$ cat config.mk
export PLATFORM = sky130hd
export DESIGN_NAME = operand_sequencer
export DESIGN_NICKNAME = d
export VERILOG_FILES = /design/src/rtl/stim_pkg.sv /design/src/rtl/stim_lfsr16.sv /design/src/rtl/operand_sequencer.sv
export SDC_FILE = /design/constraint.sdc
export NUM_CORES = 1
export LEC_CHECK = 0
export ABC_AREA = 1
export CORE_ASPECT_RATIO = 0.8
export CORE_MARGIN = 2
export CORE_UTILIZATION = 42
export CTS_CLUSTER_DIAMETER = 80
export DETAILED_ROUTE_END_ITERATION = 10
export SYNTH_ARGS = -nofsm -noshare
export SYNTH_HDL_FRONTEND = slang
export SYNTH_SLANG_ARGS = --single-unit
$ cat constraint.sdc
create_clock -name iClk -period 1.96 [get_ports iClk]
set_input_delay 0.588 -clock iClk [delete_from_list [all_inputs] [get_ports iClk]]
set_output_delay 0.588 -clock iClk [all_outputs]
set_load 0.05 [all_outputs]
$ cat src/rtl/stim_pkg.sv
// Shared types and constants for the operand stimulus generator.
// Holds the FSM encoding, mode codes and the LFSR step function.
package stim_pkg;

    typedef enum logic [1:0] {
        ST_IDLE,
        ST_RUN,
        ST_DONE
    } state_e;

    localparam logic MODE_EXH  = 1'b0;
    localparam logic MODE_LFSR = 1'b1;

    localparam logic [15:0] LFSR_MASK          = 16'hB400;
    localparam logic [15:0] LFSR_SEED_FALLBACK = 16'h0001;

    function automatic logic [15:0] lfsr_step(input logic [15:0] l);
        return {1'b0, l[15:1]} ^ (l[0] ? LFSR_MASK : 16'h0000);
    endfunction

endpackage

$ cat src/rtl/stim_lfsr16.sv
// 16-bit Galois LFSR register with synchronous load and step enable.
// Load has priority over stepping.
module stim_lfsr16
    import stim_pkg::*;
(
    input  logic        iClk,
    input  logic        iRst,
    input  logic        iLoad,
    input  logic [15:0] iSeed,
    input  logic        iEn,
    output logic [15:0] oState
);

    logic [15:0] state_q;
    logic [15:0] state_d;

    always_comb begin
        state_d = state_q;
        if (iLoad) begin
            state_d = iSeed;
        end else if (iEn) begin
            state_d = lfsr_step(state_q);
        end
    end

    always_ff @(posedge iClk) begin
        if (iRst) begin
            state_q <= '0;
        end else begin
            state_q <= state_d;
        end
    end

    assign oState = state_q;

endmodule

$ cat src/rtl/operand_sequencer.sv
// Operand-pair generator: exhaustive count or LFSR vectors under valid/ready.
// Reports busy, a one-cycle done pulse and the number of accepted vectors.
module operand_sequencer
    import stim_pkg::*;
#(
    parameter int          WIDTH   = 1,
    parameter int          NUM_VEC = 16,
    parameter logic [15:0] SEED    = 16'hACE1
) (
    input  logic             iClk,
    input  logic             iRst,
    input  logic             iStart,
    input  logic             iMode,
    input  logic             iReady,
    output logic [WIDTH-1:0] oA,
    output logic [WIDTH-1:0] oB,
    output logic             oValid,
    output logic             oBusy,
    output logic             oDone,
    output logic [15:0]      oCount
);

    localparam int VW = 2 * WIDTH;

    localparam logic [15:0] SEED_EFF =
        (SEED == 16'h0000) ? LFSR_SEED_FALLBACK : SEED;

    localparam logic [15:0] LAST_IDX = 16'(NUM_VEC - 1);

    state_e          state_q, state_d;
    logic            mode_q, mode_d;
    logic [VW-1:0]   cnt_q, cnt_d;
    logic [15:0]     count_q, count_d;
    logic            lfsr_load;
    logic            lfsr_en;
    logic [15:0]     lfsr_s;
    logic            last_vec;
    logic [VW-1:0]   vec;
    logic            unused_lfsr_hi;

    stim_lfsr16 u_lfsr (
        .iClk   (iClk),
        .iRst   (iRst),
        .iLoad  (lfsr_load),
        .iSeed  (SEED_EFF),
        .iEn    (lfsr_en),
        .oState (lfsr_s)
    );

    assign unused_lfsr_hi = ^lfsr_s[15:VW];

    assign last_vec = (mode_q == MODE_LFSR) ? (count_q == LAST_IDX)
                                            : (&cnt_q);

    always_comb begin
        state_d   = state_q;
        mode_d    = mode_q;
        cnt_d     = cnt_q;
        count_d   = count_q;
        lfsr_load = 1'b0;
        lfsr_en   = 1'b0;
        unique case (state_q)
            ST_IDLE: begin
                if (iStart) begin
                    mode_d    = iMode;
                    cnt_d     = '0;
                    count_d   = '0;
                    lfsr_load = 1'b1;
                    state_d   = ST_RUN;
                end
            end
            ST_RUN: begin
                if (iReady) begin
                    count_d = count_q + 16'd1;
                    if (last_vec) begin
                        state_d = ST_DONE;
                    end else begin
                        cnt_d   = cnt_q + VW'(1);
                        lfsr_en = 1'b1;
                    end
                end
            end
            ST_DONE: begin
                state_d = ST_IDLE;
            end
            default: begin
                state_d = ST_IDLE;
            end
        endcase
    end

    always_ff @(posedge iClk) begin
        if (iRst) begin
            state_q <= ST_IDLE;
            mode_q  <= MODE_EXH;
            cnt_q   <= '0;
            count_q <= '0;
        end else begin
            state_q <= state_d;
            mode_q  <= mode_d;
            cnt_q   <= cnt_d;
            count_q <= count_d;
        end
    end

    // Both sources are registers, so the operands never see iReady directly.
    assign vec    = (mode_q == MODE_LFSR) ? lfsr_s[VW-1:0] : cnt_q;
    assign oA     = vec[VW-1:WIDTH];
    assign oB     = vec[WIDTH-1:0];
    assign oValid = (state_q == ST_RUN);
    assign oBusy  = (state_q == ST_RUN);
    assign oDone  = (state_q == ST_DONE);
    assign oCount = count_q;

endmodule

# Word-level counts from Yosys, hierarchy flattened
# Index checks and enable logic that the tools add are counted.
# Widths: inputs -> output; s select.
totals:
  regBits: 37
  in_bits: 5
  output_inout_bits: 21
  elab_cells: 46
op_classes:
  addsub: 2
  n_eq_ne: 7
  n_mux: 21
  bitwise_logic: 1
  n_reduce_logical: 9
op_table:
  columns: ["cell", "n"]
  rows:
  - ["$mux 16", 5]
  - ["$pmux 16 s2", 1]
  - ["$add 16x1->16 const B", 1]
  - ["$eq 16x4->1 const B", 1]
  - ["$xor 15x16->16", 1]
  - ["$mux 2", 7]
  - ["$pmux 2 s2", 2]
  - ["$mux 1", 6]
  - ["$ne 2x2->1 const B", 3]
  - ["$reduce_and 3->1", 2]
  - ["$reduce_and 2->1", 2]
  - ["$reduce_and 4->1", 1]
  - ["$reduce_bool 2->1", 2]
  - ["$add 2x1->2 const B", 1]
  - ["$eq 2x1->1 const B", 1]
  - ["$eq 2x2->1 const B", 1]
  - ["$logic_not 2->1", 1]
  - ["$ne 2x1->1 const B", 1]
  - ["$reduce_or 2->1", 1]

# Depth between registers and ports, before layout
# Gate-level depths: netlist of the first run.
depth:
  depth_word: 7
  ltp_mapped: 12
  ltp_nobuf: 12

# By module
# A second synthesis of the first run with hierarchy kept.
unflattened:
  cells_unflattened: 286
  hier_area_um2: 1923.1
by_module_without_submodules:
  columns: ["module", "instances", "cells_each", "area_each_um2", "seq_area_each_um2"]
  rows:
  - ["operand_sequencer", 1, 166, 1133.6, 420.4]
  - ["stim_lfsr16", 1, 120, 789.5, 320.3]

# Worst setup path before layout of the first run
# OpenSTA, ideal clock, no wires.
synth_timing:
  path_kind: "register to output"
  start: "register cnt_q[0]"
  end: "output port oB"
  arrival_ns: 1.468
  required_ns: 1.372
  slack_ns: -0.096
  stages_incl_launch_ff: 3
  path_buffers: 0
  cell_sequence: "dfxtp_1 -> inv_1 -> o21ai_0"
synth_via:
  elab_chain_cells: 1
synth_rtl:
  columns: ["element", "line_no", "source"]
  rows:
  - ["from (decl)", "operand_sequencer.sv:32", "logic [VW-1:0] cnt_q, cnt_d;"]
  - ["from (signal assigned)", "operand_sequencer.sv:101", "cnt_q <= cnt_d;"]
  - ["$mux 2", "operand_sequencer.sv:107", "assign vec = (mode_q == MODE_LFSR) ? lfsr_s[VW-1:0] : cnt_q;"]
  - ["to (decl)", "operand_sequencer.sv:16", "output logic [WIDTH-1:0] oB,"]
# Every way passes these cells.

# Worst setup path in the final report of the first run
layout_timing:
  start: "register u_lfsr.state_q[0] (netlist: u_lfsr.oState[0])"
  end: "output port oB"
layout_via:
  elab_chain_cells: 1
layout_rtl:
  columns: ["element", "line_no", "source"]
  rows:
  - ["from (decl)", "stim_lfsr16.sv:14", "logic [15:0] state_q;"]
  - ["from (signal assigned)", "stim_lfsr16.sv:30", "state_q <= state_d;"]
  - ["$mux 2", "operand_sequencer.sv:107", null]
# Every way passes these cells.

==> results.md, run 1 <==
* First-pass GRT wire length at 6070 um
* H-tree depth at 2
* CP Launch Type: flip-flop
* # clock sinks at 37
* Syn_nets at 257
* Clock power frac at 38.2%
* Remaining DRCs at 0
* Area of the die at 4780 um2
* Comb pwr share at 15.3%
* Vias in the first global route at 1287
* Hold Path Class: flip-flop to flip-flop
* IO buf count at 25
* Critical path's top delay family: flip-flops
* Critical path cell sequence: nand2_1 > o21ai_1 > buf_12
* Met2 demand-to-capacity share in global routing at 20.0%
* Final Worst Setup Slack at 237 ps
* Sw Share at 26.6%
* Setup slack at placement at 37.4 ps
* # setup viols final at 0
* Gr usage total at 15.9%
* Seq cells post-synth at 37
* Achievable clock frequency at 580 MHz
* # diodes at 0
* Min Clock Period, post-route at 1720 ps
* Ratio of cells with drive above 1 in the final layout at 18.9%
* Synth top area share at 41.6%
* Multi-input gate area at 891 um2
* Die H at 62.3 um
* Slew Viols, Final at 0
* Power density cells at 769 nW/um2
* Setup TNS at 0 ps
* Total grt overflow at 0
* Run status: finished clean
* Initial Util at 43.2%
* Die boundary width at 76.8 um
* Seq. cell area at 741 um2
* Synth area leaders: dfxtp_1 42%, nand2_1 13%, nor2_1 9.3%
* Crit path buffers/inverters at 1
* P_sw at 461 uW
* Clock skew at 11.5 ps
* Crit Path Max Fanout at 6
* Layout area overhead at 26.5%
* CP endpoint kind: output pin
* Worst Path Arrival at 1140 ps
* Postcts setup bufs at 0
* Leak at 0.000948 uW
* Final GP Congestion at 0.768
* Initial antenna violation count at 0
* Yosys cell types at 30
* Clock Path Buffers at 2
* Pre-antenna DRT Iters at 4
* Core Area at 4130 um2
* Busiest layer in global routing: met1
* Synth Cell Area at 1780 um2
* M3 GR Usage at 4.36%
* Max Cap Viol at 0
* Syn avg cell area at 7.13 um2
* Row cnt at 21
* Yosys Warn Count at 0
* TritonCTS Buffers at 5
* Root Buffer: clkbuf_8
* Final nets at 287
* CTS tree: built
* Sequential element share of the synthesized area at 41.6%
* Avg Vias per Cell at 4.62
* Worst Tran Pin Value at 332 ps
* Final Hold Vio Count at 0
* Final Cycle Share at 87.9%
* Hold Buf Count CTS at 0
* Largest net degree at the start of global routing at 19
* Dpl hpwl at 2680 um
* Routed wire length per instance at 10.6 um
* Synth area leader: dfxtp_1
* Boundary pin count at 26
* VDD IR max at 0.404 mV
* Clk Latency, worst-skew pair at 290 ps
* Synthesized instance count at 250
* Critical path type: flip-flop to output pin
* Routed Wire Length at 3580 um
* Part of the power in registers at 46.5%
* Total chip power at 1730 uW
* Met1 usage in global routing at 25.1%
* Via count at 1562
* CP max stage delay at 460 ps
* Internal at 1270 uW
* Req. time, crit path at 1370 ps
* Initial DRC count at 104
* Unrepaired setup endpoints after global routing: false
* Number of routed nets with antenna violations at 0
* Worst-path clk slew at 80 ps
* Worst slew margin at 77.9%
* Post-CTS sizing at 0
* Fillcell total at 415
* Slowest CP cell: dfxtp_1
## worst paths after layout
check	startpoint	end	slack, ps	cells past startpoint
setup / recovery	u_lfsr.oState[0]$_SDFFE_PP0P_	oB	240	3
hold / removal	u_lfsr.oState[8]$_SDFFE_PP0N_	u_lfsr.oState[8]$_SDFFE_PP0N_	470	2
setup reg to reg	oCount[1]$_SDFFE_PP0P_	u_lfsr.oState[8]$_SDFFE_PP0N_	300	11
hold reg to reg	u_lfsr.oState[8]$_SDFFE_PP0N_	u_lfsr.oState[8]$_SDFFE_PP0N_	470	2
## sequential cells by signal, summed over array words and instances, names as in the netlist
name,count
u_lfsr.oState,16
state_q,2
oCount,16
mode_q,1
cnt_q,2
## cells in the final DEF (no fill, tap or decap), drive strengths merged
cell type	synthesis	routed
inv	22	23
clkinv	2	3
o21a	1	1
dfxtp	37	37
o21bai	1	1
clkdlybuf4s50	0	4
nand2	66	66
nand4	2	2
bufinv	0	1
buf	5	27
o21ai	15	15
nand3b	1	1
ha	2	2
nor2	50	50
nand3	11	11
clkbuf	3	5
a21oi	20	20
and3	2	2
xor2	3	3
nor3	7	7
## kinds of logic after synthesis
group | after synthesis | share of synthesized area [%]
DFF | 37 | 41.6
and+or+nand+nor | 139 | 36.4
AOI/OAI and AO/OA | 37 | 10.7
adders and majority gates | 2 | 1.40
xor gates and xnor gates | 3 | 1.47
buffers and inverters | 32 | 8.43
## metal layers
layer  wire (um)  vias up
li1            -      855
met1        1990      674
met2        1410       31
met3         160        2
met4          12        0
met5           0        -
## area by class of cell
| type | count | share of cell area, % |
|---|---|---|
| well taps | 57 | 3.16 |
| clock inverters | 3 | 1.94 |
| flip-flops and latches | 37 | 32.9 |
| repair buffers | 31 | 15.2 |
| clock buffers | 5 | 3.05 |
| inverters | 24 | 4.27 |
| multi-input cells | 181 | 39.5 |
## power by group through the flow
stage,Combinational (uW),Clock [uW],Sequential [uW]
floorplan,178,0,824
global placement,268,0,824
detailed placement,268,0,825
CTS,269,681,807
global route,293,736,812
finish,266,662,807
## synth_stat cells, drive strengths merged
| cell type | instances |
|---|---|
| inv | 22 |
| o21ai | 15 |
| xor2 | 3 |
| clkbuf | 3 |
| dfxtp | 37 |
| nor2 | 50 |
| o21bai | 1 |
| nand4 | 2 |
| nand3b | 1 |
| nor3 | 7 |
| o21a | 1 |
| a21oi | 20 |
| ha | 2 |
| buf | 5 |
| nand2 | 66 |
| clkinv | 2 |
| nand3 | 11 |
| and3 | 2 |
## tightest hold or removal path, stage by stage (launching register included)
cell	delay, ps
dfxtp_1	310
nand2_1	60
a21oi_1	50
## metrics by stage
step,utilization (%),hold slack [ps],area [um2],cells
finish,54.7,469,2250,338
global route,54.7,488,2250,338
CTS,54.7,470,2250,338
detailed placement,51.9,456,2140,330
global placement,51.9,458,2140,330
floorplan,-,439,1780,250
(Power assumes the default switching activity.)
==> run 2, diff against run 1 <==
- CORE_UTILIZATION: 42 -> 57
- PLACE_DENSITY: default -> 0.83
- clock period: 1.96 -> 2.2 ns (I/O delays scaled with it)
==> run 2 against run 1 <==
Against the previous run:
- sequential power is 11% lower
- total power is 9.8% lower
- worst hold slack worse by 9.0 ps
- largest power group unchanged
- sequential share of layout area increased by 1.6 points
- utilization rose by 16 points
- clock-buffer cell count up 1
- non-clock buffer count fell by 3
- worst setup slack worse by 180 ps
- cell area decreased by 4.6%
- clock power is 4.7% lower
- flip-flop and latch count is the same
- wire length grew 2.6%
==> results.md, run 2 (synthesis results as in run 1) <==
* Gr usage total at 22.7%
* Final nets at 284
* Via count at 1619
* Vias in the first global route at 1343
* CP max stage delay at 810 ps
* Achievable clock frequency at 467 MHz
* Number of routed nets with antenna violations at 0
* Top Metal Used: met4
* Worst slew margin at 66.5%
* Clk Latency, worst-skew pair at 300 ps
* Remaining DRCs at 0
* Crit path buffers/inverters at 1
* Row cnt at 18
* IO buf count at 25
* Postcts setup bufs at 0
* H-tree depth at 2
* Clock Path Buffers at 2
* Crit Path Max Fanout at 4
* Critical path type: flip-flop to output pin
* R2r worst-path depth at 10
* Area of the die at 3590 um2
* Initial DRC count at 127
* Worst min-delay path startpoint: u_lfsr.oState[10]$_SDFFE_PP0P_
* Post-CTS sizing at 0
* Layout area overhead at 20.7%
* Critical path cell sequence: clkdlybuf4s50_1
* Slowest CP cell: clkdlybuf4s50_1
* WHS Endpoint: u_lfsr.oState[9]$_SDFFE_PP0N_
* Final Cycle Share at 97.4%
* Total grt overflow at 0
* Final Hold Vio Count at 0
* Slew Viols, Final at 0
* Min Clock Period, post-route at 2140 ps
* Critical path's top delay family: buffers and inverters
* Root Buffer: clkbuf_8
* First-pass GRT wire length at 6000 um
* Ratio of cells with drive above 1 in the final layout at 16.2%
* Routed wire length per instance at 11.5 um
* Power density cells at 727 nW/um2
* Worst Tran Pin Value at 501 ps
* Hold Buf Count CTS at 0
* Die H at 54.0 um
* Detail Route met2 WL at 1570 um
* Initial Util at 58.6%
* Avg Vias per Cell at 5.09
* Core Util, Final at 70.7%
* Req. time, crit path at 1540 ps
* Hold Path Class: flip-flop to flip-flop
* Die boundary width at 66.5 um
* CTS tree: built
* Placed insts at 310
* Max Cap Viol at 0
* Hold_ws at 460 ps
* Run status: finished clean
* Setup TNS at 0 ps
* VDD IR max at 0.684 mV
* Worst Path Arrival at 1480 ps
* Non-Filler Instances at 318
* Dpl hpwl at 2550 um
* Unrepaired setup endpoints after global routing: false
* Worst-path clk slew at 80 ps
* Clock skew at 8.15 ps
* CP Launch Type: flip-flop
* Core Area at 3040 um2
* Commonest cells after routing, fill and taps aside: 61 x nand2_1, 44 x nor2_1, 37 x dfxtp_1
* # diodes at 0
* CP endpoint kind: output pin
* Worst hold stages at 2
* # clock sinks at 37
* Met1 Wirelength at 1840 um
* Pre-antenna DRT Iters at 4
* Leak at 0.000955 uW
* FF-to-FF Start: oCount[0]$_SDFFE_PP0P_
* Initial antenna violation count at 0
* Routed Wire Length at 3670 um
* Reg-to-reg setup timing slack at 530 ps
* # setup viols final at 0
* Boundary pin count at 26
* Final GP Congestion at 0.780
* WL met3 at 201 um
* Commonest non-fill, non-tap cell in the layout: nand2_1
* TritonCTS Buffers at 5
* Largest net degree at the start of global routing at 18
* Reg2Reg Capture Point: u_lfsr.oState[6]$_SDFFE_PP0P_
[run 2: power by group]
group          internal [uW]  leakage, uW  switching (uW)  total [uW]
clock                    369    0.0000574             263         631
sequential               699     0.000301            23.5         722
combinational           73.1     0.000596             138         211
[run 2: how the worst max path moves through the flow]
stage                     cells after the start                 endpoint              startpoint  slack (ps)
final                                         1                oCount[7]  oCount[7]$_SDFFE_PP0P_          60
after detailed placement                      8  oCount[10]$_SDFFE_PP0P_                  iStart         140
after floorplan                               2                       oB   cnt_q[0]$_SDFFE_PP0P_          70
after global routing                          1                oCount[7]  oCount[7]$_SDFFE_PP0P_           4
after CTS                                     1                oCount[3]  oCount[3]$_SDFFE_PP0P_          20
after global placement                        8  oCount[14]$_SDFFE_PP0P_                  iStart         170
[run 2: final cells by class]
type / instances / area [um2]
Tap cell: 40 / 50.0
Clock inverter: 2 / 37.5
Clock buffer: 6 / 82.6
Multi-Input combinational cell: 181 / 891
Timing Repair Buffer: 28 / 253
Sequential cell: 37 / 741
Inverter: 24 / 96.3
Fill cell: 248 / 890
[run 2: worst min-delay path, stage by stage (launching register included)]
cell	delay (ps)
dfxtp_1	310
nand2_1	60
a21oi_1	50
[run 2: metrics by stage]
stage	cell area (um2)	power [uW]	setup WS, ps
2_1_floorplan	1780	893	72.4
3_3_place_gp	2020	940	173
3_5_place_dp	2020	944	142
4_1_cts	2140	1570	19.1
5_1_grt	2150	1620	3.62
6_report	2150	1560	57.1
[run 2: routing by layer]
| metal | GRT usage [%] | up-vias |
|---|---|---|
| met1 | 31.9 | 730 |
| met2 | 32.8 | 35 |
| met4 | 10.2 | 0 |
| met5 | 0 | - |
| met3 | 5.65 | 7 |
| li1 | - | 847 |
